File: config.mk
export PLATFORM = sky130hd
export DESIGN_NAME = uart_rx_os16
export DESIGN_NICKNAME = d
export VERILOG_FILES = /design/src/rtl/uart_rx_os16.sv
export SDC_FILE = /design/constraint.sdc
export NUM_CORES = 1
export LEC_CHECK = 0
export ABC_AREA = 1
export BUFFER_PORTS_ARGS = -buffer_cell sky130_fd_sc_hd__buf_4
export CAP_MARGIN = 10
export CORE_ASPECT_RATIO = 0.9
export CORE_MARGIN = 2
export CORE_UTILIZATION = 55
export DETAILED_ROUTE_END_ITERATION = 7
export PLACE_DENSITY_LB_ADDON = 0.08
export SYNTH_ARGS = -nofsm -noshare
export SYNTH_HDL_FRONTEND = slang
export SYNTH_SLANG_ARGS = --single-unit
File: constraint.sdc
create_clock -name clk -period 1.7 [get_ports clk]
set_input_delay 0.34 -clock clk [delete_from_list [all_inputs] [get_ports clk]]
set_output_delay 0.34 -clock clk [all_outputs]
set_load 0.01 [all_outputs]
File: src/rtl/uart_rx_os16.sv
// 16x-oversampled UART receiver: start/data/stop framing with frame error and overrun flags.
// Define UART_RX_PARITY_EN to add an even-parity bit after the data bits and a parity_err pulse.
`timescale 1ns/1ps
module uart_rx_os16 #(
  parameter int DATA_BITS = 8
) (
  input  logic                 clk,
  input  logic                 rstn,
  input  logic                 tick,
  input  logic                 rxd,
  input  logic                 rd_ack,
  output logic [DATA_BITS-1:0] rx_data,
  output logic                 rx_valid,
  output logic                 frame_err,
  output logic                 overrun
`ifdef UART_RX_PARITY_EN
  ,
  output logic                 parity_err
`endif
);

  localparam int BIT_W = $clog2(DATA_BITS + 1);

  localparam logic [2:0] S_IDLE   = 3'd0;
  localparam logic [2:0] S_START  = 3'd1;
  localparam logic [2:0] S_DATA   = 3'd2;
  localparam logic [2:0] S_STOP   = 3'd3;
`ifdef UART_RX_PARITY_EN
  localparam logic [2:0] S_PARITY = 3'd4;
`endif

  logic                 sync1_q, rxs_q;
  logic [2:0]           state_q, state_d;
  logic [3:0]           tick_cnt_q, tick_cnt_d;
  logic [BIT_W-1:0]     bit_cnt_q, bit_cnt_d;
  logic [DATA_BITS-1:0] shift_q, shift_d;
  logic [DATA_BITS-1:0] rx_data_q, rx_data_d;
  logic                 rx_valid_q, rx_valid_d;
  logic                 frame_err_q, frame_err_d;
  logic                 overrun_q, overrun_d;
  logic                 stop_good, stop_bad, load;
`ifdef UART_RX_PARITY_EN
  logic                 par_bit_q, par_bit_d;
  logic                 parity_err_q, parity_err_d;
  logic                 par_ok;
`endif

  always_comb begin
    state_d    = state_q;
    tick_cnt_d = tick_cnt_q;
    bit_cnt_d  = bit_cnt_q;
    shift_d    = shift_q;
    stop_good  = 1'b0;
    stop_bad   = 1'b0;
`ifdef UART_RX_PARITY_EN
    par_bit_d  = par_bit_q;
`endif
    if (tick) begin
      case (state_q)
        S_IDLE: begin
          if (!rxs_q) begin
            state_d    = S_START;
            tick_cnt_d = 4'd0;
          end
        end
        S_START: begin
          if (tick_cnt_q == 4'd7) begin
            // Line still low at mid-start: genuine start bit, otherwise a glitch.
            if (!rxs_q) begin
              state_d    = S_DATA;
              tick_cnt_d = 4'd0;
              bit_cnt_d  = '0;
            end else begin
              state_d = S_IDLE;
            end
          end else begin
            tick_cnt_d = tick_cnt_q + 4'd1;
          end
        end
        S_DATA: begin
          tick_cnt_d = tick_cnt_q + 4'd1;
          if (tick_cnt_q == 4'd15) begin
            shift_d   = {rxs_q, shift_q[DATA_BITS-1:1]};
            bit_cnt_d = bit_cnt_q + 1'b1;
            if (bit_cnt_q == BIT_W'(DATA_BITS - 1)) begin
`ifdef UART_RX_PARITY_EN
              state_d = S_PARITY;
`else
              state_d = S_STOP;
`endif
            end
          end
        end
`ifdef UART_RX_PARITY_EN
        S_PARITY: begin
          tick_cnt_d = tick_cnt_q + 4'd1;
          if (tick_cnt_q == 4'd15) begin
            par_bit_d = rxs_q;
            state_d   = S_STOP;
          end
        end
`endif
        S_STOP: begin
          tick_cnt_d = tick_cnt_q + 4'd1;
          // Leave at mid-stop so a following start edge is not missed.
          if (tick_cnt_q == 4'd15) begin
            state_d   = S_IDLE;
            stop_good = rxs_q;
            stop_bad  = ~rxs_q;
          end
        end
        default: state_d = S_IDLE;
      endcase
    end
  end

  always_comb begin
`ifdef UART_RX_PARITY_EN
    par_ok       = ~(^shift_q ^ par_bit_q);
    parity_err_d = (stop_good | stop_bad) & ~par_ok;
    load         = stop_good & par_ok;
`else
    load         = stop_good;
`endif
    rx_data_d   = load ? shift_q : rx_data_q;
    rx_valid_d  = load | (rx_valid_q & ~rd_ack);
    overrun_d   = load & rx_valid_q & ~rd_ack;
    frame_err_d = stop_bad;
  end

  always_ff @(posedge clk or negedge rstn) begin
    if (!rstn) begin
      sync1_q      <= 1'b1;
      rxs_q        <= 1'b1;
      state_q      <= S_IDLE;
      tick_cnt_q   <= 4'd0;
      bit_cnt_q    <= '0;
      shift_q      <= '0;
      rx_data_q    <= '0;
      rx_valid_q   <= 1'b0;
      frame_err_q  <= 1'b0;
      overrun_q    <= 1'b0;
`ifdef UART_RX_PARITY_EN
      par_bit_q    <= 1'b0;
      parity_err_q <= 1'b0;
`endif
    end else begin
      sync1_q      <= rxd;
      rxs_q        <= sync1_q;
      state_q      <= state_d;
      tick_cnt_q   <= tick_cnt_d;
      bit_cnt_q    <= bit_cnt_d;
      shift_q      <= shift_d;
      rx_data_q    <= rx_data_d;
      rx_valid_q   <= rx_valid_d;
      frame_err_q  <= frame_err_d;
      overrun_q    <= overrun_d;
`ifdef UART_RX_PARITY_EN
      par_bit_q    <= par_bit_d;
      parity_err_q <= parity_err_d;
`endif
    end
  end

  assign rx_data   = rx_data_q;
  assign rx_valid  = rx_valid_q;
  assign frame_err = frame_err_q;
  assign overrun   = overrun_q;
`ifdef UART_RX_PARITY_EN
  assign parity_err = parity_err_q;
`endif

endmodule

==> reports/results.env <==
FLOORPLAN.INITIALDENSITY_PCT=59.1
IR_DROP_mV=0.989
GRT_START_MAX_NET_PINS=32
DRC_ERRORS=0
GLOBALROUTETOTALUTIL_PCT=20.4
POST_SYNTH_TOP_AREA_SHARE_PCT=49.3
CATEGORY_OF_THE_MOST_CRITICAL_SETUP_PATH='reg2reg'
FIRST_GLOBAL_VIAS=1014
MAPPEDNETLISTAREA_SQ_MM=0.00147
FINAL_ANTENNA_NET_COUNT=0
FINALHOLDVIOLATIONS=0
CRITPATHARRIVALTIME_PS=1770
WORST_SLEW_SLACK_AS_A_FRACTION_OF_ITS_LIMIT_PCT=74.3
DIEAREA_SQ_MM=0.00311
TIMING.CRITICAL_PATH.CELLS='ha_1 -> nand3_4 -> nor2_4 -> nand2_2 -> nand2_1 -> o21ai_2'
NETSWITCHINGFRACTION_PCT=33.2
FRACTION_OF_LAYOUT_CELLS_WITH_A_SIZE_SUFFIX_ABOVE_1_PCT=27.7
GRT_FIRST_PASS_WIRELENGTH_UM=4550
SYNTH.FF_LATCH_COUNT=31
MOST-COMMON-LAYOUT-CELLS='sky130_fd_sc_hd__nand2_1, sky130_fd_sc_hd__dfrtp_1, sky130_fd_sc_hd__inv_1, sky130_fd_sc_hd__o21ai_2, sky130_fd_sc_hd__buf_4'
DIE_H_UM=53.1
POSTCTSSETUPBUFFERS=0
HOLD_PATH_CLASS='in2reg'
FIN_CRIT_PS=1560
SYNTH_NETS=169
TIMING.CRITICAL_PATH.BUF_INV=0
POSTPLACECELLAREA_SQ_MM=0.00160
AGGREGATE_GLOBAL_ROUTING_OVERFLOW=0
DIE_W_UM=58.5
CAP_VIOLATIONS=0
ANTENNA_FOUND_INITIAL=0
NUM_ROWS=17
R2R_START='tick_cnt_q[0]'
DRT_ITER0_DRC=45
ROUTE.DETAILED.WL_PER_INST_UM=12.2
FINAL_NET_COUNT=190
COMB_POWER_SHARE_PCT=22.3
GRT_SETUP_UNREPAIRED='false'
WORST_PATH_REQUIRED_TIME_PS=1910
LARGEST_CLOCK_SKEW_IN_THE_FINAL_DESIGN_PS=5.30
SYNTH_LARGEST_AREA_CELL='sky130_fd_sc_hd__dfrtp_1'
ANTENNA-DIODE-COUNT=0
INSERTION_DELAY_PS=330
FIN_SETUP_TNS_PS=0
CELLPOWERDENSITY_mW_PER_MM2=1160
PLACEABLECOREAREA_SQ_MM=0.00249
CLOCK_POWER_SHARE_PCT=30.3
IOS=16
CLOCK_SINKS=31
CLK_TRANSITION_REPORTED_PATHS_PS=90
SLEW_OF_THE_PIN_WITH_THE_LOWEST_SLEW_MARGIN_PS=385
CPLARGESTDELAYFAMILY='simple AND/OR/NAND/NOR gates'
CRITPATHMAXFANOUT=15
DRT-VIAS-PER-INSTANCE=5.25
POWER.LEAKAGE_uW=0.000837
MAX_FREQ_GHz=0.640
DPL.CELL_COUNT=203
WORST_PATH_MAX_DELAY_CELL='sky130_fd_sc_hd__dfrtp_1'
ROUTE.VIAS.TOTAL=1112
TRITONCTS='done'
MAX_STAGE_DELAY_PS=430
STARTPOINT_TYPE='register'
DETAILEDPLACEMENTHPWL_UM=1870
FINAL_INSTANCE_AREA_SQ_MM=0.00169
CLOCK_TREE.ROOT_CELL='sky130_fd_sc_hd__clkbuf_4'
NUMBER_OF_BUFFERS_ON_THE_LONGEST_CLOCK_PATH=2
SETUP_VIOL=0
LAYOUT_COMMONEST_CELL='sky130_fd_sc_hd__nand2_1'
NUMBER_OF_SEARCH_AND_REPAIR_ITERATIONS_IN_THE_FIRST_DETAILED_ROUTING_PASS=4
SYNTH_SEQUENTIAL_AREA_RATIO_PCT=52.9
HOLD_START='rxd'
SLEW_VIOLATIONS=0
N_FILL_CELL=194
CRITICAL_PATH.STARTPOINT='tick_cnt_q[0]'
SYNTH.TOP_CELLS.BY_AREA='sky130_fd_sc_hd__dfrtp_1, sky130_fd_sc_hd__nand2_1, sky130_fd_sc_hd__o21ai_2'
HOLD_SLACK_PS=117
LAYOUTNONFILLERINSTCOUNT=212
CTS-HTREE-LEVELS=2
YS.WARNINGS.COUNT=0
CTS_INSERTED_BUFFERS=5
OUTCOME='finished, final reports clean'
SYN-MEAN-INSTANCE-AREA_SQ_UM=9.08
SYNTH.DISTINCT_CELLS=23
P_INT_uW=1320
WL_UM=2580
SYN_INST=162
SYN_TO_FINAL_GROWTH_PCT=15.1
P_SW_uW=655
FINAL.PERIOD_UTILIZATION_PCT=91.9
PWR-SHARE-SEQ_PCT=47.4
WORST_SETUP_PATH_END_KIND='register'
PLACEMENT.IO_BUFFERS=15
GP_CONGESTION=0.835
[metal layers]
layer	GRT usage (%)	share of wire [%]
met3	5.13	4.0
met2	30.3	48
met5	0	0
met1	27.2	46
met4	11.6	2.0
[through the flow]
stage / total power [uW] / util, % / setup WS (ps)
2_1_floorplan: 1260 / - / 351
3_3_place_gp: 1350 / 64.2 / 246
3_5_place_dp: 1380 / 64.2 / 148
4_1_cts: 1990 / 68.0 / 133
5_1_grt: 2110 / 68.0 / 20.1
6_report: 1970 / 68.0 / 137
[cells in the mapped netlist]
library cell and n:
sky130_fd_sc_hd__a21oi_1 3, sky130_fd_sc_hd__buf_6 2, sky130_fd_sc_hd__dfrtp_1 29, sky130_fd_sc_hd__dfstp_2 2, sky130_fd_sc_hd__ha_1 2, sky130_fd_sc_hd__inv_1 15, sky130_fd_sc_hd__inv_2 2, sky130_fd_sc_hd__nand2_1 56
sky130_fd_sc_hd__nand2_2 1, sky130_fd_sc_hd__nand3_1 7, sky130_fd_sc_hd__nand3_2 1, sky130_fd_sc_hd__nand3_4 2, sky130_fd_sc_hd__nand3b_1 1, sky130_fd_sc_hd__nand4_1 2, sky130_fd_sc_hd__nor2_1 10, sky130_fd_sc_hd__nor2_2 1
sky130_fd_sc_hd__nor2_4 2, sky130_fd_sc_hd__nor4_1 1, sky130_fd_sc_hd__o21ai_0 4, sky130_fd_sc_hd__o21ai_1 1, sky130_fd_sc_hd__o21ai_2 15, sky130_fd_sc_hd__or2_2 2, sky130_fd_sc_hd__xor2_1 1
[area by class of cell]
cell class                      instances  area [sq um]  share of cell area (%)
Tap cell                               28          35.0                    2.07
Sequential cell                        31           778                    46.0
Clock inverter                          2          35.0                    2.07
Inverter                               17          63.8                    3.77
Clock buffer                            6          51.3                    3.03
Timing Repair Buffer                   16           123                    7.24
Multi-Input combinational cell        112           607                    35.8
[kinds of logic (layout without fill, tap and decap cells)]
group	after synthesis	after routing	synth area share, %
xor+xnor	1	1	0.595
buf+inv	19	41	5.87
simple gates	86	86	27.3
fa+ha+maj	2	2	1.70
compound gates	23	23	11.6
flops	31	31	52.9
[sequential cells by signal (all words and copies together), names as in the netlist]
signal and count:
bit_cnt_q 4, frame_err 1, overrun 1, rx_data 8, rx_valid 1, rxs_q 1, shift_q 8, state_q 2
sync1_q 1, tick_cnt_q 4
[timing repair]
item                                   in CTS  in global routing
gates resized for setup                     0                  0
hold buffers                                1                  0
endpoints found under the hold margin      29                  0
[power by group through the flow]
stage / logic [uW] / registers, uW / clock network, uW
final: 440 / 935 / 597
after CTS: 442 / 937 / 610
after floorplan: 340 / 922 / 0
after detailed placement: 436 / 949 / 0
after global routing: 518 / 954 / 639
after global placement: 415 / 938 / 0
[worst paths after layout]
check / to / cells after the start / slack (ps)
worst max-delay path: shift_q[5] / 6 / 140
worst min-delay path: sync1_q / 1 / 120
worst max register to register: shift_q[5] / 6 / 140
worst min register to register: rxs_q / 0 / 360
max in group asynchronous: rxs_q / 2 / 900
min in group asynchronous: bit_cnt_q[2] / 2 / 470
Power figures use the tool's default switching activity.
